==> config.mk <==
export PLATFORM = sky130hd
export DESIGN_NAME = div_radix2
export DESIGN_NICKNAME = d
export VERILOG_FILES = /design/src/rtl/div_radix2_pkg.sv /design/src/rtl/div_radix2.sv
export SDC_FILE = /design/constraint.sdc
export NUM_CORES = 1
export LEC_CHECK = 0
export ABC_AREA = 1
export BUFFER_PORTS_ARGS = -buffer_cell sky130_fd_sc_hd__buf_2
export CELL_PAD_IN_SITES_DETAIL_PLACEMENT = 0
export CELL_PAD_IN_SITES_GLOBAL_PLACEMENT = 1
export CORE_MARGIN = 3
export CORE_UTILIZATION = 38
export DETAILED_ROUTE_END_ITERATION = 8
export GPL_TIMING_DRIVEN = 0
export PLACE_DENSITY_LB_ADDON = 0.1
export RECOVER_POWER = 50
export SYNTH_ARGS = -nofsm -noshare
export SYNTH_HDL_FRONTEND = slang
export SYNTH_SLANG_ARGS = --single-unit
==> constraint.sdc <==
create_clock -name clk -period 3.7 [get_ports clk]
set_input_delay 0.74 -clock clk [delete_from_list [all_inputs] [get_ports clk]]
set_output_delay 0.74 -clock clk [all_outputs]
set_load 0.01 [all_outputs]
==> src/rtl/div_radix2_pkg.sv <==
// div_radix2_pkg: shared width and state encoding for the radix-2 divider
//   DIV_WIDTH    default operand width
//   div_state_e  divider FSM states
//   DIV_RES_HI / DIV_RES_LO  index of remainder / quotient halves in the result pair
package div_radix2_pkg;

    localparam int DIV_WIDTH  = 32;
    localparam int DIV_RES_HI = 1;
    localparam int DIV_RES_LO = 0;

    typedef enum logic [1:0] {
        DIV_IDLE    = 2'd0,
        DIV_DIVZERO = 2'd1,
        DIV_CALC    = 2'd2,
        DIV_DONE    = 2'd3
    } div_state_e;

endpackage

==> src/rtl/div_radix2.sv <==
// div_radix2: multi-cycle restoring radix-2 integer divider for HI/LO writes
//   clk        clock, rising edge
//   resetn     synchronous reset, active low
//   start      division request, accepted only in IDLE
//   signed_div 1 = signed DIV, 0 = DIVU; sampled with start
//   opdata1    dividend; sampled with start
//   opdata2    divisor; sampled with start
//   annul      abort any in-flight division
//   busy       pipeline stall request (combinational)
//   ready      one-cycle result-valid pulse
//   result     {remainder, quotient}, held until the next completion
module div_radix2
    import div_radix2_pkg::*;
#(
    parameter int WIDTH = DIV_WIDTH
) (
    input  logic               clk,
    input  logic               resetn,
    input  logic               start,
    input  logic               signed_div,
    input  logic [WIDTH-1:0]   opdata1,
    input  logic [WIDTH-1:0]   opdata2,
    input  logic               annul,
    output logic               busy,
    output logic               ready,
    output logic [2*WIDTH-1:0] result
);

    localparam int CW = $clog2(WIDTH);

    function automatic logic [WIDTH-1:0] neg(input logic [WIDTH-1:0] v);
        return ~v + WIDTH'(1);
    endfunction

    function automatic logic [WIDTH-1:0] abs_val(input logic [WIDTH-1:0] v);
        return v[WIDTH-1] ? neg(v) : v;
    endfunction

    div_state_e       state_q, state_d;
    logic [CW-1:0]    cnt_q, cnt_d;
    logic [WIDTH-1:0] rem_q, rem_d;
    logic [WIDTH-1:0] quo_q, quo_d;
    logic [WIDTH-1:0] div_q, div_d;
    logic             s1_q, s1_d;
    logic             s2_q, s2_d;
    logic             sdiv_q, sdiv_d;
    logic [2*WIDTH-1:0] result_q, result_d;

    logic [WIDTH:0]   rem_sh;
    logic [WIDTH-1:0] rem_sub, rem_nx, quo_sh, q_fix, r_fix;
    logic             take;

    // One restoring step: the shifted partial remainder needs WIDTH+1 bits,
    // while the post-subtract remainder is always below the divisor.
    always_comb begin
        rem_sh  = {rem_q, quo_q[WIDTH-1]};
        take    = rem_sh >= {1'b0, div_q};
        rem_sub = rem_sh[WIDTH-1:0] - div_q;
        rem_nx  = take ? rem_sub : rem_sh[WIDTH-1:0];
        quo_sh  = {quo_q[WIDTH-2:0], take};
        q_fix   = (sdiv_q & (s1_q ^ s2_q)) ? neg(quo_sh) : quo_sh;
        r_fix   = (sdiv_q & s1_q) ? neg(rem_nx) : rem_nx;
    end

    always_comb begin
        state_d  = state_q;
        cnt_d    = cnt_q;
        rem_d    = rem_q;
        quo_d    = quo_q;
        div_d    = div_q;
        s1_d     = s1_q;
        s2_d     = s2_q;
        sdiv_d   = sdiv_q;
        result_d = result_q;
        busy     = 1'b0;
        ready    = 1'b0;
        case (state_q)
            DIV_IDLE: begin
                if (start && !annul) begin
                    busy    = 1'b1;
                    s1_d    = signed_div & opdata1[WIDTH-1];
                    s2_d    = signed_div & opdata2[WIDTH-1];
                    sdiv_d  = signed_div;
                    cnt_d   = '0;
                    rem_d   = '0;
                    div_d   = signed_div ? abs_val(opdata2) : opdata2;
                    // Divide-by-zero reports the raw dividend, so keep it unmodified.
                    quo_d   = (signed_div && opdata2 != '0) ? abs_val(opdata1) : opdata1;
                    state_d = (opdata2 == '0) ? DIV_DIVZERO : DIV_CALC;
                end
            end
            DIV_DIVZERO: begin
                busy     = 1'b1;
                state_d  = annul ? DIV_IDLE : DIV_DONE;
                result_d = annul ? result_q : {quo_q, {WIDTH{1'b1}}};
            end
            DIV_CALC: begin
                busy = 1'b1;
                if (annul) begin
                    state_d = DIV_IDLE;
                end else begin
                    rem_d = rem_nx;
                    quo_d = quo_sh;
                    if (cnt_q == CW'(WIDTH-1)) begin
                        result_d = {r_fix, q_fix};
                        state_d  = DIV_DONE;
                    end else begin
                        cnt_d = cnt_q + CW'(1);
                    end
                end
            end
            default: begin
                ready   = ~annul;
                state_d = DIV_IDLE;
            end
        endcase
    end

    always_ff @(posedge clk) begin
        if (!resetn) begin
            state_q  <= DIV_IDLE;
            cnt_q    <= '0;
            rem_q    <= '0;
            quo_q    <= '0;
            div_q    <= '0;
            s1_q     <= 1'b0;
            s2_q     <= 1'b0;
            sdiv_q   <= 1'b0;
            result_q <= '0;
        end else begin
            state_q  <= state_d;
            cnt_q    <= cnt_d;
            rem_q    <= rem_d;
            quo_q    <= quo_d;
            div_q    <= div_d;
            s1_q     <= s1_d;
            s2_q     <= s2_d;
            sdiv_q   <= sdiv_d;
            result_q <= result_d;
        end
    end

    assign result = result_q;

endmodule

==> summary.json, run 1 <==
{
  "fin_nets": 2518,
  "dieHeight_um": 192,
  "synth_largest_type_area_fraction_pct": 25.8,
  "num_antenna_cells": 0,
  "cp_data_required_time_ns": 4.08,
  "share_seq_of_total_power_pct": 27.6,
  "final.period_utilization_pct": 99.0,
  "die-width_um": 192,
  "cts-buffers-inserted": 17,
  "cts_num_sinks": 170,
  "post_synth_main_area_contributors": "sky130_fd_sc_hd__dfxtp_1 26%, sky130_fd_sc_hd__nand2_1 19%, sky130_fd_sc_hd__a21oi_1 9.2%",
  "dp_cells": 2791,
  "timing.critical_path.fanout_max": 4,
  "synth_xor_xnor_area_share_pct": 4.04,
  "number_of_hold_violations_in_the_final_report": 0,
  "grt_usage_pct": 27.6,
  "count_of_flip_flops_with_a_built_in_enable_after_synthesis": 0,
  "worstPathArrival_ns": 4.04,
  "min_from": "result[2]$_SDFFE_PN0P_",
  "drtPass1Iterations": 6,
  "worst_r2r_startpoint": "div_q[20]$_SDFFE_PN0P_",
  "synth.cell_area_mm2": 0.0132,
  "maxCapViolCount": 0,
  "core_region_area_mm2": 0.0339,
  "post_cts_hold_buffer_count": 0,
  "number_of_global_route_vias_before_repair": 13607,
  "timing.clock.skew_ns": 0.0160,
  "yosys_warnings": 0,
  "ys_seq_elements": 170,
  "timing.final.setup_violations": 0,
  "worst_ir_drop_vdd_uv": 399,
  "min_delay_worst_endpoint": "result[2]$_SDFFE_PN0P_",
  "cellLeakagePower_nw": 7.20,
  "timing.rr.end": "result[30]$_SDFFE_PN0P_",
  "timing.hold.worst_path_depth": 2,
  "dpl.hpwl_mm": 41.2,
  "cts_tree": "done",
  "power.switching_fraction_pct": 44.2,
  "grt_antenna_before_repair": 1,
  "drive_gt1_share_pct": 17.6,
  "ioPinCount": 135,
  "dominant_combinational_cell_family_by_area_after_synthesis": "simple AND/OR/NAND/NOR gates",
  "cp_common_cell": "sky130_fd_sc_hd__nand2_2",
  "timing_max_transition_violations_final": 0,
  "grt_pass1_wl_mm": 78.2,
  "synth_area_per_cell_um2": 5.98,
  "holdCritPathClass": "flip-flop to flip-flop",
  "cts-root-to-sink-buffers": 2,
  "cts.root.buffer_cell": "sky130_fd_sc_hd__clkbuf_16",
  "timing.critical_path.slowest_stage_cell": "sky130_fd_sc_hd__dfxtp_2",
  "register_area_mm2": 0.00347,
  "outcome": "finished clean",
  "cts.clk_slew.worst_paths_ns": 0.07,
  "number_of_h_tree_levels": 4,
  "internal_power_mw": 4.21,
  "achievable-frequency_ghz": 0.273,
  "crit_path_max_incr_delay_ns": 0.34,
  "net-switching-power_mw": 3.34,
  "insertion_delay_ns": 0.46,
  "post-route-drc-count": 0,
  "synthMuxAreaShare_pct": 0,
  "per_cell_via_count_in_the_routed_design": 5.27,
  "post_drt_wl_per_cell_um": 18.0,
  "synth_cells": 2210,
  "via_total_after_detailed_routing": 15088,
  "gp_routability_congestion": 0.905,
  "ff2ff_path_depth": 29,
  "power.clock.fraction_pct": 24.8,
  "synth_compound_area_share_pct": 18.8,
  "yosysSeqAreaShare_pct": 25.8,
  "area_growth_syn_to_layout_pct": 22.8,
  "grt_start_max_net_pins": 17,
  "number_of_buffers_added_on_ports": 133,
  "drt-initial-drc-count": 1193,
  "critical_path.endpoint_type": "flip-flop",
  "yosysMostFrequentCell": "sky130_fd_sc_hd__nand2_1",
  "initial_core_util_pct": 39.0,
  "power.combinational.fraction_pct": 47.6,
  "die_area_mm2": 0.0370,
  "synth_adder_area_share_pct": 4.13,
  "ys_async_sr_fraction_pct": 0,
  "num_rows": 67,
  "netlist-cell-type-count": 49,
  "register_to_register_setup_slack_ns": 0.04,
  "grt.overflow.total": 0,
  "layout_min_cycle_time_ns": 3.66,
  "worstSetupStartpointType": "flip-flop",
  "syn_nets": 2322,
  "finalWirelength_mm": 51.7,
  "tightestPinTransition_ns": 0.962,
  "post-layout-total-power_mw": 7.56,
  "n_fill_cell": 3714,
  "slew_headroom_pct": 35.9,
  "rsz0062_at_grt": "true",
  "multi_input_comb_area_mm2": 0.00913,
  "worst-setup-path-type": "flip-flop to flip-flop",
  "synth.largest_area_cell": "sky130_fd_sc_hd__dfxtp_1",
  "antenna_left": 0,
  "synth_area_in_simple_gates_pct": 35.8,
  "p_per_area_mw_per_mm2": 466,
  "netlist_top_cells_count": "682 x sky130_fd_sc_hd__nand2_1, 272 x sky130_fd_sc_hd__inv_1, 242 x sky130_fd_sc_hd__a21oi_1",
  "dominantRegCellSynth": "sky130_fd_sc_hd__dfxtp_1",
  "final_cells": 2864
}
## through the flow
stage | TNS [ns] | utilization, % | instance area [µm²] | hold WS (ns) | setup slack, ns
after global routing | -0.424 | 47.9 | 16200 | 0.481 | -0.112
after floorplan | 0 | - | 13200 | 0.445 | 0.0452
after global placement | -10.27 | 42.6 | 14400 | 0.449 | -1.24
after CTS | -0.996 | 46.8 | 15900 | 0.462 | -0.231
after detailed placement | -11.43 | 42.6 | 14400 | 0.452 | -1.33
final | 0 | 47.9 | 16200 | 0.464 | 0.0368
## placed cells by master (no fill, tap or decap), drive strengths merged, types with 2 or more instances in the layout
cell    instances
nand4          21
xor2           43
and3            3
nor4            9
inv           290
o211ai         22
o21ai          99
a21oi         245
and2            4
nor2          198
a31oi          24
nor3           36
nand2         721
xnor2          18
o311ai          2
o31ai          25
bufinv          4
buf           132
o21bai          5
clkinv          5
ha             42
nand3b          4
o221ai         15
nand3         110
dfxtp         170
or2             5
clkbuf        158
## per-layer routing
metal,wire length (µm),part of all wire (%),track usage (%)
met1,25700,50,41.9
met2,21500,42,40.3
met3,3580,6.9,4.50
met4,849,1.6,6.58
met5,13,0.025,0
## flip-flops by register name, indices dropped and copies added (netlist names)
name and count:
result 64, div_q 32, quo_q 32, rem_q 32
cnt_q 5, state_q 2, s1_q 1, s2_q 1
sdiv_q 1
## worst max-delay path by stage
stage                            from                       to  cells after the start
2_1_floorplan   div_q[8]$_SDFFE_PN0P_  result[30]$_SDFFE_PN0P_                     28
3_3_place_gp   div_q[18]$_SDFFE_PN0P_  result[28]$_SDFFE_PN0P_                     26
3_5_place_dp    div_q[2]$_SDFFE_PN0P_  result[28]$_SDFFE_PN0P_                     27
4_1_cts        div_q[18]$_SDFFE_PN0P_  result[30]$_SDFFE_PN0P_                     29
5_1_grt        div_q[22]$_SDFFE_PN0P_  result[30]$_SDFFE_PN0P_                     27
6_report       div_q[20]$_SDFFE_PN0P_  result[30]$_SDFFE_PN0P_                     29
## logic make-up after synthesis
kind of cell	count (synthesis)
AOI/OAI and AO/OA	441
xor gates and xnor gates	61
adders and majority gates	43
buffers and inverters	383
DFF	170
and+or+nand+nor	1112
## worst max-delay path: cells and delay by family, from the launching register on
kind	cells	cell delay (ns)
adder cells (fa/ha/maj)	2	0.41
AO/OA/AOI/OAI	4	0.47
AND/OR/NAND/NOR	19	2.09
buffers and inverters	4	0.26
flip-flops	1	0.34
## what timing repair did
item / in CTS / in global routing
buffers inserted: 38 / 11
setup endpoints to repair: 21 / 46
pin swaps: 28 / 54
gates resized for setup: 124 / 122
## power groups by stage
stage,Clock [mW],Combinational (mW),Sequential [mW]
2_1_floorplan,0,2.14,2.07
3_3_place_gp,0,3.07,2.10
3_5_place_dp,0,3.08,2.11
4_1_cts,1.91,3.30,2.07
5_1_grt,1.98,3.93,2.10
6_report,1.87,3.59,2.09
## area by class of cell
class	count	share of cell area, %
multi-input combinational	1657	56.3
sequential	170	21.4
inverter	291	6.89
timing repair buffer	178	5.73
tap	448	3.46
clock buffer	21	2.72
buffer	91	2.63
clock inverter	8	0.910
No activity file was read; power rests on OpenSTA's default activity.
==> run 2: changes to the inputs <==
- CORE_UTILIZATION: 38 -> 42
- SLEW_MARGIN: unset -> 10
- clock period: 3.7 -> 4 ns (I/O delays scaled with it)
==> run 2 against run 1 <==
- utilization is 2.0 points higher
- global-route usage is 2.1 points higher
- critical path type unchanged
- worst hold slack about the same
- combinational power down 13%
- flip-flop and latch count stayed put
- wire length down 1.7%
- cell count fell by 2.9%
- non-clock buffer count shrank 33
- die area down 9.2%
- register-to-register slack improved by 0.07 ns
- sequential power shrank 8%
- highest routed layer is now met4
- largest cell class unchanged
==> summary.json, run 2 (synthesized netlist as in run 1, its figures left out) <==
{
  "post_drt_wl_per_cell": {"value": 18.3, "unit": "µm", "change": "+1.3%"},
  "number_of_global_route_vias_before_repair": {"value": 13547, "change": "-0.44%"},
  "power.combinational.fraction": {"value": 46.9, "unit": "%", "change": "-0.7 points"},
  "cts_num_sinks": {"value": 170, "change": "unchanged"},
  "cts-root-to-sink-buffers": {"value": 2, "change": "unchanged"},
  "insertion_delay": {"value": 0.44, "unit": "ns", "change": "-0.02 ns"},
  "critical_path.startpoint": "div_q[25]$_SDFFE_PN0P_",
  "ioPinCount": {"value": 135, "change": "unchanged"},
  "number_of_buffers_added_on_ports": {"value": 133, "change": "unchanged"},
  "die_area": {"value": 0.0336, "unit": "mm²", "change": "-9.2%"},
  "maxCapViolCount": {"value": 0, "change": "unchanged"},
  "register_to_register_setup_slack": {"value": 0.11, "unit": "ns", "change": "+0.07 ns"},
  "grt.overflow.total": {"value": 0, "change": "unchanged"},
  "crit_path_max_incr_delay": {"value": 0.35, "unit": "ns", "change": "about the same"},
  "achievable-frequency": {"value": 0.257, "unit": "GHz", "change": "-5.9%"},
  "register_area": {"value": 0.00342, "unit": "mm²", "change": "-1.3%"},
  "grt_antenna_before_repair": {"value": 0, "change": "-1"},
  "gp_routability_congestion": {"value": 0.949, "change": "+4.8%"},
  "cellLeakagePower": {"value": 6.92, "unit": "nW", "change": "-3.9%"},
  "dieHeight": {"value": 183, "unit": "µm", "change": "-4.7%"},
  "share_seq_of_total_power": {"value": 28.8, "unit": "%", "change": "+1.2 points"},
  "timing.critical_path.slowest_stage_cell": "sky130_fd_sc_hd__dfxtp_1",
  "leading_cell_types_in_the_layout_fill_and_taps_excluded": "672 x sky130_fd_sc_hd__nand2_1, 263 x sky130_fd_sc_hd__inv_1, 241 x sky130_fd_sc_hd__a21oi_1",
  "finalWirelength": {"value": 50.8, "unit": "mm", "change": "-1.7%"},
  "dpl.hpwl": {"value": 40.8, "unit": "mm", "change": "-1.1%"},
  "dpl_cell_area": {"value": 0.0144, "unit": "mm²", "change": "-0.45%"},
  "tightestPinTransition": {"value": 1.18, "unit": "ns", "change": "+0.219 ns"},
  "antenna_left": {"value": 0, "change": "unchanged"},
  "n_fill_cell": {"value": 3362, "change": "-9.5%"},
  "multi_input_comb_area": {"value": 0.00872, "unit": "mm²", "change": "-4.5%"},
  "cp_data_required_time": {"value": 4.38, "unit": "ns", "change": "+0.30 ns"},
  "num_antenna_cells": {"value": 0, "change": "unchanged"},
  "worst_r2r_startpoint": "div_q[25]$_SDFFE_PN0P_",
  "drtPass1Iterations": {"value": 6, "change": "unchanged"},
  "holdCritPathClass": "flip-flop to flip-flop",
  "cts.clk_slew.worst_paths": {"value": 0.07, "unit": "ns", "change": "about the same"},
  "timing.final.setup_violations": {"value": 0, "change": "unchanged"},
  "slew_headroom": {"value": 21.0, "unit": "%", "change": "-15 points"},
  "critPathCapture": "result[30]$_SDFFE_PN0P_",
  "timing_max_transition_violations_final": {"value": 0, "change": "unchanged"},
  "cp_common_cell": "sky130_fd_sc_hd__nand2_2",
  "timing.clock.skew": {"value": 0.0118, "unit": "ns", "change": "-0.00423 ns"},
  "whs": {"value": 0.464, "unit": "ns", "change": "-0.000113 ns"},
  "timing.rr.end": "result[30]$_SDFFE_PN0P_",
  "stdcell_area": {"value": 0.0154, "unit": "mm²", "change": "-5.1%"},
  "power.clock.fraction": {"value": 24.3, "unit": "%", "change": "-0.5 points"},
  "drt-initial-drc-count": {"value": 1573, "change": "+32%"},
  "cts_tree": "done",
  "net-switching-power": {"value": 3.06, "unit": "mW", "change": "-8.5%"},
  "per_cell_via_count_in_the_routed_design": {"value": 5.39, "change": "+2.2%"},
  "internal_power": {"value": 3.61, "unit": "mW", "change": "-14%"},
  "initial_core_util": {"value": 42.8, "unit": "%", "change": "+3.8 points"},
  "largest_register_ffs": {"value": 64, "change": "unchanged"},
  "post_cts_hold_buffer_count": {"value": 0, "change": "unchanged"},
  "outcome": "finished clean",
  "p_per_area": {"value": 433, "unit": "mW/mm²", "change": "-7.0%"},
  "worstSetupStartpointType": "flip-flop",
  "fin_nets": {"value": 2485, "change": "-1.3%"},
  "final.period_utilization": {"value": 97.3, "unit": "%", "change": "-1.7 points"},
  "post-route-drc-count": {"value": 0, "change": "unchanged"},
  "timing.critical_path.fanout_max": {"value": 5, "change": "+1"},
  "number_of_hold_violations_in_the_final_report": {"value": 0, "change": "unchanged"},
  "grt_usage": {"value": 29.7, "unit": "%", "change": "+2.1 points"},
  "rsz0062_at_grt": "true",
  "grt_start_max_net_pins": {"value": 17, "change": "unchanged"},
  "grt_pass1_wl": {"value": 77.7, "unit": "mm", "change": "-0.69%"},
  "layout_min_cycle_time": {"value": 3.89, "unit": "ns", "change": "+0.231 ns"},
  "power.switching_fraction": {"value": 45.9, "unit": "%", "change": "+1.6 points"},
  "area_growth_syn_to_layout_pct": 16.5,
  "critical_path.endpoint_type": "flip-flop",
  "worst-setup-path-type": "flip-flop to flip-flop",
  "cts.root.buffer_cell": "sky130_fd_sc_hd__clkbuf_16",
  "drive_gt1_share": {"value": 12.1, "unit": "%", "change": "-5.5 points"},
  "ff2ff_path_depth": {"value": 27, "change": "-6.9%"},
  "num_rows": {"value": 64, "change": "-4.5%"},
  "worst_ir_drop_vdd": {"value": 349, "unit": "µV", "change": "-13%"},
  "cts-buffers-inserted": {"value": 17, "change": "unchanged"},
  "die-width": {"value": 183, "unit": "µm", "change": "-4.7%"},
  "final_common_cell": "sky130_fd_sc_hd__nand2_1",
  "number_of_h_tree_levels": {"value": 4, "change": "unchanged"},
  "worstPathArrival": {"value": 4.27, "unit": "ns", "change": "+0.23 ns"},
  "core_region_area": {"value": 0.0308, "unit": "mm²", "change": "-9.0%"},
  "via_total_after_detailed_routing": {"value": 14972, "change": "-0.77%"}
}
[run 2: cell count changes in the layout (fill, tap and decap cells not counted), moves of 8 or more]
cell and change:
sky130_fd_sc_hd__nand2_2 -21, sky130_fd_sc_hd__nor2_1 +12, sky130_fd_sc_hd__dfxtp_2 -22, sky130_fd_sc_hd__dfxtp_1 +27, sky130_fd_sc_hd__inv_1 +12, sky130_fd_sc_hd__buf_4 -32, sky130_fd_sc_hd__ha_1 +9, sky130_fd_sc_hd__ha_4 -8
sky130_fd_sc_hd__nand2_1 +26
[run 2: how the worst min path moves through the flow]
stage,end,start,slack (ns),cells past startpoint
after floorplan,div_q[31]$_SDFFE_PN0P_,div_q[31]$_SDFFE_PN0P_,0.45,2
after global placement,result[42]$_SDFFE_PN0P_,result[42]$_SDFFE_PN0P_,0.45,2
after detailed placement,result[4]$_SDFFE_PN0P_,result[4]$_SDFFE_PN0P_,0.45,2
after CTS,result[4]$_SDFFE_PN0P_,result[4]$_SDFFE_PN0P_,0.46,2
after global routing,result[23]$_SDFFE_PN0P_,result[23]$_SDFFE_PN0P_,0.48,2
final,result[54]$_SDFFE_PN0P_,result[54]$_SDFFE_PN0P_,0.46,2
[run 2: worst max-delay path: cells and delay by family, from the launching register on]
family	cells	cell delay, ns
AO/OA/AOI/OAI	4	0.50
buffers and inverters	4	0.35
flip-flops	1	0.35
adder cells (fa/ha/maj)	2	0.50
AND/OR/NAND/NOR	17	2.12
[run 2: metrics by stage]
stage | setup WS [ns] | utilization (%) | power (mW) | TNS [ns] | instances
final | 0.106 | 49.9 | 6.66 | 0 | 2780
after global routing | -0.0941 | 49.9 | 7.08 | -0.303 | 2780
after CTS | 0.000433 | 49.9 | 6.54 | 0 | 2778
after detailed placement | -1.08 | 46.6 | 4.79 | -6.61 | 2739
after global placement | -1.04 | 46.6 | 4.77 | -6.40 | 2739
after floorplan | 0.345 | - | 3.90 | 0 | 2210
[run 2: layout make-up]
cell class,count,area share [%]
multi-input cells,1657,56.7
flip-flops and latches,170,22.2
inverters,291,7.15
repair buffers,144,4.33
well taps,396,3.22
plain buffers,92,2.84
clock buffers,17,2.76
clock inverters,13,0.797
[run 2: layer usage]
metal  GRT usage, %  routed length, µm  vias to the layer above
li1               -                  -                     7470
met5              0                  0                        -
met4           5.88                766                        0
met3           5.16               3840                       54
met1           45.6              25500                     6911
met2           43.5              20600                      537
[run 2: repair_timing]
item / 4_1_cts / 5_1_grt
setup buffers: 9 / 2
setup endpoints to repair: 10 / 21
pin swaps: 10 / 10
gates cloned: 0 / 0
resized for setup: 78 / 18
[run 2: power groups by stage]
stage	registers [mW]	clock network, mW	logic, mW
floorplan	1.92	0	1.98
global placement	1.94	0	2.83
detailed placement	1.95	0	2.84
CTS	1.91	1.63	2.99
global route	1.93	1.70	3.45
finish	1.92	1.62	3.12
